[config.mk]
export PLATFORM = sky130hd
export DESIGN_NAME = fetch_unit
export DESIGN_NICKNAME = d
export VERILOG_FILES = /design/src/rtl/fetch_unit.sv
export SDC_FILE = /design/constraint.sdc
export NUM_CORES = 1
export LEC_CHECK = 0
export CORE_ASPECT_RATIO = 1.25
export CORE_MARGIN = 4
export CORE_UTILIZATION = 45
export CTS_BUF_LIST = sky130_fd_sc_hd__clkbuf_4
export DETAILED_ROUTE_END_ITERATION = 16
export MAX_ROUTING_LAYER = met4
export PLACE_DENSITY = 0.74
export SLEW_MARGIN = 40
export SYNTH_ARGS = -nofsm -noshare
export SYNTH_HDL_FRONTEND = slang
export SYNTH_SLANG_ARGS = --single-unit
[constraint.sdc]
create_clock -name clk -period 3.2 [get_ports clk]
set_input_delay 0.48 -clock clk [delete_from_list [all_inputs] [get_ports clk]]
set_output_delay 0.48 -clock clk [all_outputs]
set_load 0.02 [all_outputs]
[src/rtl/fetch_unit.sv]
// fetch_unit
// Instruction fetch stage in front of the 64K x 16-bit Memory read port.
// Owns the program counter, drives the memory read address, and captures
// the combinational read data into a small prefetch FIFO. The FIFO head is
// offered to decode over a valid/ready handshake.
//
// Ports
//   clk              in   rising-edge clock
//   reset            in   synchronous, active-high reset
//   fetch_enable     in   1 = new fetches allowed; 0 = FIFO only drains
//   redirect_valid   in   flush FIFO and restart fetch at redirect_pc
//   redirect_pc      in   redirect target word address
//   mem_read_address out  memory read address (always the fetch PC)
//   mem_read_data    in   memory read data, combinational from the address
//   instr_valid      out  FIFO head valid
//   instr_ready      in   decode accepts the head this cycle
//   instr_data       out  head instruction word
//   instr_pc         out  head instruction address
module fetch_unit #(
   parameter logic [15:0] RESET_PC = 16'h0000,
   parameter int unsigned DEPTH    = 2
) (
   input  logic        clk,
   input  logic        reset,
   input  logic        fetch_enable,
   input  logic        redirect_valid,
   input  logic [15:0] redirect_pc,
   output logic [15:0] mem_read_address,
   input  logic [15:0] mem_read_data,
   output logic        instr_valid,
   input  logic        instr_ready,
   output logic [15:0] instr_data,
   output logic [15:0] instr_pc
);

   localparam int unsigned PTR_W = (DEPTH > 1) ? $clog2(DEPTH) : 1;
   localparam int unsigned CNT_W = $clog2(DEPTH + 1);
   localparam logic [CNT_W-1:0] DEPTH_C = CNT_W'(DEPTH);

   logic [15:0]      fetch_pc_q, fetch_pc_d;
   logic [PTR_W-1:0] wr_ptr_q, wr_ptr_d;
   logic [PTR_W-1:0] rd_ptr_q, rd_ptr_d;
   logic [CNT_W-1:0] count_q, count_d;
   logic [31:0]      fifo_q [DEPTH];
   logic [31:0]      fifo_d [DEPTH];
   logic             push;
   logic             pop;

   assign mem_read_address = fetch_pc_q;
   assign instr_valid      = (count_q != '0);
   assign instr_pc         = fifo_q[rd_ptr_q][31:16];
   assign instr_data       = fifo_q[rd_ptr_q][15:0];

   always_comb begin
      pop        = instr_valid && instr_ready;
      // A full FIFO still accepts a push when the head leaves in the same cycle.
      push       = fetch_enable && !redirect_valid && ((count_q < DEPTH_C) || pop);
      fetch_pc_d = fetch_pc_q;
      wr_ptr_d   = wr_ptr_q;
      rd_ptr_d   = rd_ptr_q;
      count_d    = count_q;
      fifo_d     = fifo_q;

      if (push) begin
         fifo_d[wr_ptr_q] = {fetch_pc_q, mem_read_data};
      end

      if (redirect_valid) begin
         // A same-cycle pop was consumed by decode; everything else is dropped.
         fetch_pc_d = redirect_pc;
         wr_ptr_d   = '0;
         rd_ptr_d   = '0;
         count_d    = '0;
      end else begin
         if (push) begin
            fetch_pc_d = fetch_pc_q + 16'd1;
            wr_ptr_d   = wr_ptr_q + PTR_W'(1);
         end
         if (pop) begin
            rd_ptr_d = rd_ptr_q + PTR_W'(1);
         end
         case ({push, pop})
            2'b10:   count_d = count_q + CNT_W'(1);
            2'b01:   count_d = count_q - CNT_W'(1);
            default: count_d = count_q;
         endcase
      end
   end

   always_ff @(posedge clk) begin
      if (reset) begin
         fetch_pc_q <= RESET_PC;
         wr_ptr_q   <= '0;
         rd_ptr_q   <= '0;
         count_q    <= '0;
      end else begin
         fetch_pc_q <= fetch_pc_d;
         wr_ptr_q   <= wr_ptr_d;
         rd_ptr_q   <= rd_ptr_d;
         count_q    <= count_d;
      end
   end

   // Entry storage needs no reset; occupancy alone decides what is valid.
   always_ff @(posedge clk) begin
      fifo_q <= fifo_d;
   end

endmodule
### After elaboration in Yosys (flattened, before gate mapping)

Index checks and enable logic that the tools add are counted.

| storage, ports and cells | value |
|---|---|
| register bits | 84 |
| latch bits | 0 |
| RAM bits | 0 |
| memory bits (read-only) | 0 |
| bits of input ports | 37 |
| output and inout port bits | 49 |
| memories | 0 |

| cells by class | value |
|---|---|
| $add $sub $neg | 5 |
| $mul | 0 |
| div/mod/pow operators | 0 |
| order comparisons | 4 |
| equal/unequal tests | 2 |
| shifts and indexed selects | 0 |
| muxes and demuxes | 9 |
| bitwise gates (word level) | 2 |
| reduce and logical (&&, ||, !) cells | 10 |

Operators by type and width:

| kind | count |
|---|---|
| 32-bit 2-to-1 mux | 4 |
| 64-bit bitwise mux | 1 |
| 32-bit demux with 1-bit select | 1 |
| 16-bit 2-to-1 mux | 2 |
| 16-bit by 1-bit adder with 16-bit output, second input constant | 1 |
| 2-bit nonzero test | 3 |
| 2-bit >= comparator, second input constant | 2 |
| 1-bit logical AND | 4 |
| 1-bit NOT with 2-bit output | 2 |
| 2-bit case mux with 2 select lines | 1 |
| 1-bit adder, second input constant | 2 |
| 2-bit by 1-bit adder with 2-bit output, second input constant | 1 |
| 2-bit by 1-bit == test with 1-bit output, second input constant | 1 |
| 2-bit == test, second input constant | 1 |
| 2-bit by 1-bit < comparator with 1-bit output, second input constant | 1 |
| 2-bit < comparator, second input constant | 1 |
| 2-bit OR reduction | 1 |
| 2-bit by 1-bit subtractor with 2-bit output, second input constant | 1 |
| 1-bit logical NOT | 1 |
| 1-bit logical OR | 1 |

### Longest topological paths before layout

Gate-level depths: netlist of the first run.

| depth | value |
|---|---|
| word-level depth | 6 |
| mapped depth | 8 |
| mapped depth without buffers | 7 |

### Worst setup path before layout of the first run

Ideal clock, no wire load.

| timing | value |
|---|---|
| path type | input port to flip-flop |
| start | input redirect_valid |
| end | register fifo_q[0] in the netlist's numbering, enable pin |
| arrival | 2.384 ns |
| data required time | 2.779 ns |
| path slack | 0.395 ns |
| cell stages on the path | 4 |
| buffers on the path | 1 |
| cell sequence | inv_1 > clkbuf_1 > nand3_1 > nor2_1 |

| on the way | value |
|---|---|
| longest elaborated chain between the ends | 3 |

Ends and longest elaborated chain:

| item | RTL line | RTL |
|---|---|---|
| from (decl) | 26 | `input logic redirect_valid,` |
| 1-bit logical NOT | 57 | `push = fetch_enable && !redirect_valid && ((count_q < DEPTH_C) \|\| pop);` |
| 1-bit logical AND (2 in series) | 57 |  |
| to (signal assigned) | 106 | `fifo_q <= fifo_d;` |
| to (decl) | 44 | `logic [31:0] fifo_q [DEPTH];` |

No other way between the ends.
A chain may end at the register's enable or synchronous reset.

### Final worst setup path of the first run

| timing | value |
|---|---|
| start | register rd_ptr_q |
| end | output instr_pc[10] |

| on the way | value |
|---|---|
| longest elaborated chain between the ends | 4 |

Ends and longest elaborated chain:

| item | RTL line | RTL |
|---|---|---|
| from (decl) | 42 | `logic [PTR_W-1:0] rd_ptr_q, rd_ptr_d;` |
| from (signal assigned) | 99 | `rd_ptr_q <= rd_ptr_d;` |
| 1-bit NOT with 2-bit output (not written as such) | 51 | `assign instr_pc = fifo_q[rd_ptr_q][31:16];` |
| 32-bit 2-to-1 mux (3 in series) | - |  |
| to (decl) | 33 | `output logic [15:0] instr_pc` |

No other way between the ends. The select of a mux whose other input is x is not followed.

==> flow_summary.ini, run 1 <==
[run_status]
status = complete, no violations

[timing]
finalSetupViolCount = 0
period_share = 0.835
finalHoldViolCount = 0
fmax_mhz = 374
post-route-min-period_ns = 2.67
rsz0062_at_grt = false
drv_slew = 0
worst_pin_slew_ns = 0.762
setup_tns_ns = 0
maxSlewHeadroom = 0.491
skew_ns = 0.0163

[grt]
overflow = 0
gr-usage-met3 = 0.0355
grt_antenna_before_repair = 0
grt_pass1_vias = 2189
grt_max_degree = 33
grt_usage = 0.160
grt_pass1_wl_um = 10800
busiest_layer = met2
use_met1 = 0.197
grt_util_met2 = 0.258

[hold_path]
hp-class = reg2reg
hold_depth = 0
min-delay-start = mem_read_address[15]$_SDFFE_PP0P_
hold_end = fifo_q[63]$_DFFE_PP_

[floorplanning]
die_area_um2 = 8990
die_w_um = 85.6
start_util = 0.461
rows = 35
num_io_pins = 86
die_h_um = 105
core_area_um2 = 7360

[clock_tree]
post_cts_buffers = 0
cts_tree = yes
cts_resized = 0
cts.clk_slew.worst_paths_ns = 0.13
clock-sinks = 84
cts_buffers = 9
worstSkewPairLatency_ns = 0.42
ctsHoldBuffers = 0
cts.path.max_buffers = 2
cts_root_buf = clkbuf_4
htreeDepth = 3

[setup_path]
cp_slowest_cell = clkdlybuf4s50_1
startpoint_type = flip-flop
cp.required_ns = 2.72
reg2regPathDepth = 4
arrival_ns = 2.19
reg2reg_setup_slack_ns = 0.98
path_max_fanout = 31
timing.rr.end = mem_read_address[14]$_SDFFE_PP0P_
slowest_delay_ns = 0.54
crit_type = reg2out
crit_chain = buf_4, mux2_2, clkdlybuf4s50_1
end_kind = primary output
r2r_start = mem_read_address[3]$_SDFFE_PP0P_

[synthesis]
synthTopCellsByArea = edfxtp_1, dfxtp_1, mux2_2
ys_async_sr_fraction = 0
synth_cell_types = 33
syn_area_per_cell_um2 = 14.6
yosysTopAreaCell = edfxtp_1
ys_ff_latch = 84
synthXorXnorAreaFrac = 0.0258
synthAdderAreaFrac = 0.00738
yosysSeqAreaShare = 0.685
synthCells = 232
synth_top_family_by_area = multiplexers
synth_compound_area_frac = 0.0594
yosys.area.top_type_share = 0.567
yosysMostFrequentCell = edfxtp_1
synth_simple_gate_area_frac = 0.0982
synth_area_um2 = 3390
synth_edf_count = 64
synth_warnings = 0
synthMuxAreaShare = 0.106
synth_commonest_cells = edfxtp_1, mux2_2, dfxtp_1
syn_nets = 271
synth_flop_cell = edfxtp_1

[placement]
numPlacedInstances = 403
dp_hpwl_um = 4590
dpl-instance-area_um2 = 4360
portBuffers = 85
place_congestion = 0.809

[final_layout]
layout-drive-gt1-share = 0.177
seqCellArea_um2 = 2320
nets = 361
finish.utilization = 0.615
fillers = 598
syn_to_final_growth_pct = 33.6
diodes = 0
multi_input_area_um2 = 1020
fin_area_um2 = 4530
final-instance-count-excl-fill = 419

[route]
drt-wirelength-per-cell_um = 16.1
vias_per_cell = 5.29
wl_um = 6740
ant_nets = 0
drcViolationCount = 0
dr_total_vias = 2215
firstDrtPassIters = 4
drt_first_iter_violations = 59

[pwr]
power_density_nw_per_um2 = 482
ir_drop_uv = 281
leakagePower_nw = 1.48

[job]
maxCapViolations = 0
cell families (layout without fill, tap and decap cells):
| kind of cell | count (synthesis) | count (layout) |
|---|---|---|
| adder cells (fa/ha/maj) | 2 | 2 |
| XOR/XNOR | 10 | 10 |
| AND/OR/NAND/NOR | 61 | 61 |
| buffers and inverters | 16 | 111 |
| multiplexers | 32 | 32 |
| flip-flops | 84 | 84 |
| AO/OA/AOI/OAI | 27 | 27 |
worst max path at each step:
stage	slack (ns)	cells past startpoint	end	from
4_1_cts	0.47	3	instr_pc[4]	rd_ptr_q$_SDFFE_PP0P_
2_1_floorplan	0.39	4	fifo_q[0]$_DFFE_PP_	redirect_valid
6_report	0.53	3	instr_pc[10]	rd_ptr_q$_SDFFE_PP0P_
3_3_place_gp	0.84	5	mem_read_address[11]$_SDFFE_PP0P_	fetch_enable
3_5_place_dp	0.75	5	mem_read_address[11]$_SDFFE_PP0P_	fetch_enable
5_1_grt	0.42	3	instr_pc[2]	rd_ptr_q$_SDFFE_PP0P_
stage by stage:
stage               power (mW)  hold WS (ns)  setup WS, ns
global placement          1.53         0.515         0.842
floorplan                 1.39         0.528         0.395
finish                    2.18         0.535         0.528
CTS                       2.20         0.541         0.465
detailed placement        1.54         0.525         0.751
global route              2.26         0.541         0.415
layout by cell type, fill, tap and decap left out, drive strengths merged, types with 4 or more instances in the layout:
master         Yosys  routed
nand2              8       8
a311oi            10      10
nor2              17      17
mux2              32      32
nor3               5       5
o31ai              4       4
clkbuf            10      10
clkdlybuf4s50      0      85
edfxtp            64      64
dfxtp             20      20
or4                5       5
inv                6       6
xnor2              8       8
or3                6       6
nand3              6       6
o21ai              5       5
a211oi             5       5
buf                0       4
layer usage:
metal | share of wire | wire (um) | vias up
met5 | 0 | 0 | -
met2 | 0.50 | 3340 | 72
li1 | - | - | 1075
met1 | 0.43 | 2910 | 1059
met3 | 0.057 | 384 | 9
met4 | 0.014 | 96 | 0
flip-flops by register name, summed over array words and instances, names as in the netlist:
name	flops
rd_ptr_q	1
count_q	2
fifo_q	64
mem_read_address	16
wr_ptr_q	1
worst max-delay path: cells and delay by family, from the launching register on:
family	cells	cell delay [ns]
multiplexers	1	0.39
flip-flops	1	0.43
buffers and inverters	2	0.94
power by group:
| group | internal, mW | switching (mW) | total [mW] |
|---|---|---|---|
| Sequential | 1.22 | 0.0350 | 1.25 |
| Combinational | 0.136 | 0.119 | 0.255 |
| Clock | 0.326 | 0.349 | 0.675 |
layout make-up:
type / count / share of cell area
clock buffer: 10 / 0.0166
timing repair buffer: 89 / 0.195
tap: 92 / 0.0254
multi-input combinational: 132 / 0.226
clock inverter: 6 / 0.0196
sequential: 84 / 0.513
inverter: 6 / 0.00498
Note: power is estimated with default switching activity, not from simulation.
==> run 2: changes to the inputs <==
- clock period: 3.2 -> 2.6 ns (I/O delays scaled with it)
==> run 2 against run 1 <==
Die area unchanged. Register-to-register slack worse by 0.55 ns. Utilization up 0.14 points. First-iteration DRC count up 81%. Via count up 1.4%. Combinational power up 27%. Final cell count up 0.72%. Clock skew down 0.0034 ns. Sequential power up 23%. Count of clock-buffer cells in the layout down 1.
==> flow_summary.ini, run 2 (same netlist as run 1, synthesis figures left out) <==
[setup_path]
path_max_fanout = 26
cp_top_family = buffers and inverters
crit_chain = buf_4, mux2_2, clkdlybuf4s50_1
slowest_delay_ns = 0.55
crit_buf_inv = 2
startpoint_type = flip-flop
cp.required_ns = 2.21
end_kind = primary output
cp_slowest_cell = clkdlybuf4s50_1
crit_type = reg2out
arrival_ns = 2.05

[clock_tree]
ctsHoldBuffers = 0
cts_root_buf = clkbuf_4
htreeDepth = 3
cts_resized = 0
cts.clk_slew.worst_paths_ns = 0.14
cts.path.max_buffers = 2
cts_tree = yes
post_cts_buffers = 0
clock-sinks = 84
cts_buffers = 9
worstSkewPairLatency_ns = 0.42

[timing]
setup_tns_ns = 0
skew_ns = 0.0129
layout_setup_ws_ns = 0.159
maxSlewHeadroom = 0.463
post-route-min-period_ns = 2.44
finalSetupViolCount = 0
finalHoldViolCount = 0
period_share = 0.939
fmax_mhz = 410
worst_pin_slew_ns = 0.803
drv_slew = 0
rsz0062_at_grt = false

[floorplanning]
die_h_um = 105
start_util = 0.461
core_area_um2 = 7360
rows = 35
die_area_um2 = 8990
num_io_pins = 86
die_w_um = 85.6

[final_layout]
fin_area_um2 = 4540
layout-drive-gt1-share = 0.188
syn_to_final_growth_pct = 33.9
largest_register_ff_count = 64
nets = 364
registers.top_by_ff_count = fifo_q
final-instance-count-excl-fill = 422
diodes = 0
finish.utilization = 0.617
final_common_cell = clkdlybuf4s50_1
final_cell_mix = clkdlybuf4s50_1, edfxtp_1, mux2_2

[pwr]
ir_drop_uv = 300
leakagePower_nw = 1.48
power_density_nw_per_um2 = 561

[route]
highest_layer = met4
drcViolationCount = 0
drt_first_iter_violations = 107
wl_um = 6920
vias_per_cell = 5.32
wl_met1_um = 2940
drt-wirelength-per-cell_um = 16.4
ant_nets = 0
firstDrtPassIters = 4
dr_total_vias = 2247
route.met3.wl_um = 381
wl_met2_um = 3490

[placement]
dpl-instance-area_um2 = 4410
portBuffers = 85
pre_cts_ws_ns = 0.195
dp_hpwl_um = 4820
place_congestion = 0.772
numPlacedInstances = 406

[run_status]
status = complete, no violations

[hold_path]
hp-class = in2reg

[job]
maxCapViolations = 0

[grt]
grt_pass1_vias = 2326
grt_usage = 0.169
grt_antenna_before_repair = 0
overflow = 0
grt_pass1_wl_um = 11500
grt_max_degree = 33
run 2: cell types whose count changed in the layout (fill, tap and decap cells not counted), sizes merged:
cell	change
buf	+3
inv	+3
bufinv	-2
clkbuf	-1
run 2: stage by stage:
stage	hold WS, ns	power (mW)
global route	0.491	2.66
global placement	0.521	1.89
finish	0.534	2.55
CTS	0.503	2.57
detailed placement	0.521	1.90
floorplan	0.467	1.71
run 2: report_power, final:
part           internal (mW)  switching (mW)
combinational          0.173           0.152
sequential              1.50          0.0407
clock                  0.211           0.470
total                   1.88           0.663
run 2: path summary, 6_finish.rpt:
kind,to,start,cells past startpoint,slack (ns)
setup / recovery,instr_pc[8],rd_ptr_q$_SDFFE_PP0P_,3,0.16
hold / removal,mem_read_address[3]$_SDFFE_PP0P_,redirect_pc[3],3,0.53
setup reg to reg,mem_read_address[15]$_SDFFE_PP0P_,mem_read_address[3]$_SDFFE_PP0P_,4,0.43
hold reg to reg,fifo_q[28]$_DFFE_PP_,mem_read_address[12]$_SDFFE_PP0P_,0,0.54
run 2: layout make-up:
| class | count | area, um^2 |
|---|---|---|
| flip-flops and latches | 84 | 2320 |
| multi-input cells | 132 | 1020 |
| inverters | 6 | 22.5 |
| well taps | 92 | 115 |
| clock buffers | 9 | 67.6 |
| fillers | 585 | 2820 |
| repair buffers | 92 | 928 |
| clock inverters | 7 | 58.8 |
run 2: metal layers:
layer | vias to the layer above | global-route usage
met5 | - | -
met2 | 74 | 0.278
met1 | 1081 | 0.201
li1 | 1083 | -
met3 | 9 | 0.0394
met4 | 0 | 0.0645
run 2: worst min-delay path, delay by kind of cell:
family,cells,cell delay (ns)
AOI/OAI and AO/OA,1,0.05
buffers and inverters,1,0.39
and+or+nand+nor,1,0.08
==> run 3: changes to the inputs <==
- RECOVER_POWER: unset -> 50
==> run 3 against run 2 <==
Largest cell class unchanged. Sequential power is essentially flat. Clock skew grew 0.0022 ns. Non-clock buffer count is the same.
==> flow_summary.ini, run 3 (same netlist as run 1, synthesis figures left out) <==
[run_status]
status = complete, no violations

[final_layout]
layout-drive-gt1-share = 0.182
final_cell_mix = clkdlybuf4s50_1, edfxtp_1, mux2_2
syn_to_final_growth_pct = 32.7
diodes = 0
fin_area_um2 = 4500
final_common_cell = clkdlybuf4s50_1
registers.top_by_ff_count = fifo_q
nets = 364
largest_register_ff_count = 64

[route]
vias_per_cell = 5.37
wl_um = 6980
drt-wirelength-per-cell_um = 16.5
drt_first_iter_violations = 125
drcViolationCount = 0
dr_total_vias = 2265
ant_nets = 0
firstDrtPassIters = 4

[clock_tree]
htreeDepth = 3
worstSkewPairLatency_ns = 0.43
cts_buffers = 9
cts_resized = 0
cts_tree = yes
cts_root_buf = clkbuf_4
ctsHoldBuffers = 0
post_cts_buffers = 0
cts.clk_slew.worst_paths_ns = 0.13
cts.path.max_buffers = 2
clock-sinks = 84

[timing]
period_share = 0.940
drv_slew = 0
finalHoldViolCount = 0
finalSetupViolCount = 0
maxSlewHeadroom = 0.415
setup_tns_ns = 0
post-route-min-period_ns = 2.44
fmax_mhz = 409
worst_pin_slew_ns = 0.877
skew_ns = 0.0151
rsz0062_at_grt = false

[pwr]
ir_drop_uv = 298
leakagePower_nw = 1.47
power_density_nw_per_um2 = 564

[setup_path]
path_max_fanout = 26
crit_type = reg2out
cp-startpoint = rd_ptr_q$_SDFFE_PP0P_
startpoint_type = flip-flop
crit_path_end = instr_pc[8]
cp.required_ns = 2.21
reg2reg_setup_slack_ns = 0.39
end_kind = primary output
reg2regPathDepth = 4
crit_chain = buf_4, mux2_2, clkdlybuf4s50_1
arrival_ns = 2.05
slowest_delay_ns = 0.55
cp_slowest_cell = clkdlybuf4s50_1
r2r_start = mem_read_address[3]$_SDFFE_PP0P_
timing.rr.end = mem_read_address[15]$_SDFFE_PP0P_

[grt]
grt_antenna_before_repair = 0
grt_max_degree = 33
grt_pass1_vias = 2326
grt_pass1_wl_um = 11500
grt_usage = 0.169
overflow = 0

[hold_path]
min-delay-start = redirect_pc[3]
hp-class = in2reg

[floorplanning]
num_io_pins = 86
die_h_um = 105
die_w_um = 85.6
start_util = 0.461
rows = 35
die_area_um2 = 8990
core_area_um2 = 7360

[job]
maxCapViolations = 0

[placement]
dpl-instance-area_um2 = 4410
place_congestion = 0.772
portBuffers = 85
dp_hpwl_um = 4820
run 3: worst max-delay path: cells and delay by family (launching register included):
family	cells	cell delay [ns]
buf+inv	2	0.88
mux	1	0.39
flops	1	0.35
run 3: worst min path at each step:
stage                                                   end  slack [ns]  cells after the start
after detailed placement               fifo_q[30]$_DFFE_PP_        0.52                      0
final                      mem_read_address[3]$_SDFFE_PP0P_        0.53                      3
after floorplan                       wr_ptr_q$_SDFFE_PP0P_        0.47                      1
after global routing      mem_read_address[10]$_SDFFE_PP0P_        0.50                      3
after global placement                 fifo_q[31]$_DFFE_PP_        0.52                      0
after CTS                              fifo_q[15]$_DFFE_PP_        0.50                      1
run 3: per-layer routing:
| metal | global-route usage | vias up | routed length (um) |
|---|---|---|---|
| met1 | 0.201 | 1104 | 3000 |
| met3 | 0.0394 | 6 | 357 |
| met4 | 0.0645 | 0 | 82 |
| met5 | - | - | 0 |
| met2 | 0.278 | 73 | 3530 |
| li1 | - | 1082 | - |
run 3: cell type report:
type | count | area [um^2]
clock buffer | 9 | 67.6
clock inverter | 7 | 58.8
fill | 592 | 2860
inverter | 6 | 22.5
multi-input combinational | 132 | 1020
sequential | 84 | 2320
tap | 92 | 115
timing repair buffer | 92 | 895
run 3: power by group:
part	leakage (nW)	internal (mW)	switching [mW]
sequential	0.759	1.50	0.0401
clock	0.0688	0.211	0.469
combinational	0.639	0.162	0.152
total	1.47	1.87	0.661
run 3: stage by stage:
step | std cells | power (mW) | setup WS (ns) | utilization | hold slack [ns]
floorplan | 232 | 1.71 | -0.115 | - | 0.467
detailed placement | 406 | 1.90 | 0.195 | 0.599 | 0.521
global placement | 406 | 1.89 | 0.329 | 0.599 | 0.521
finish | 422 | 2.53 | 0.156 | 0.611 | 0.534
CTS | 422 | 2.57 | 0.115 | 0.617 | 0.503
global route | 422 | 2.65 | 0.0444 | 0.611 | 0.501
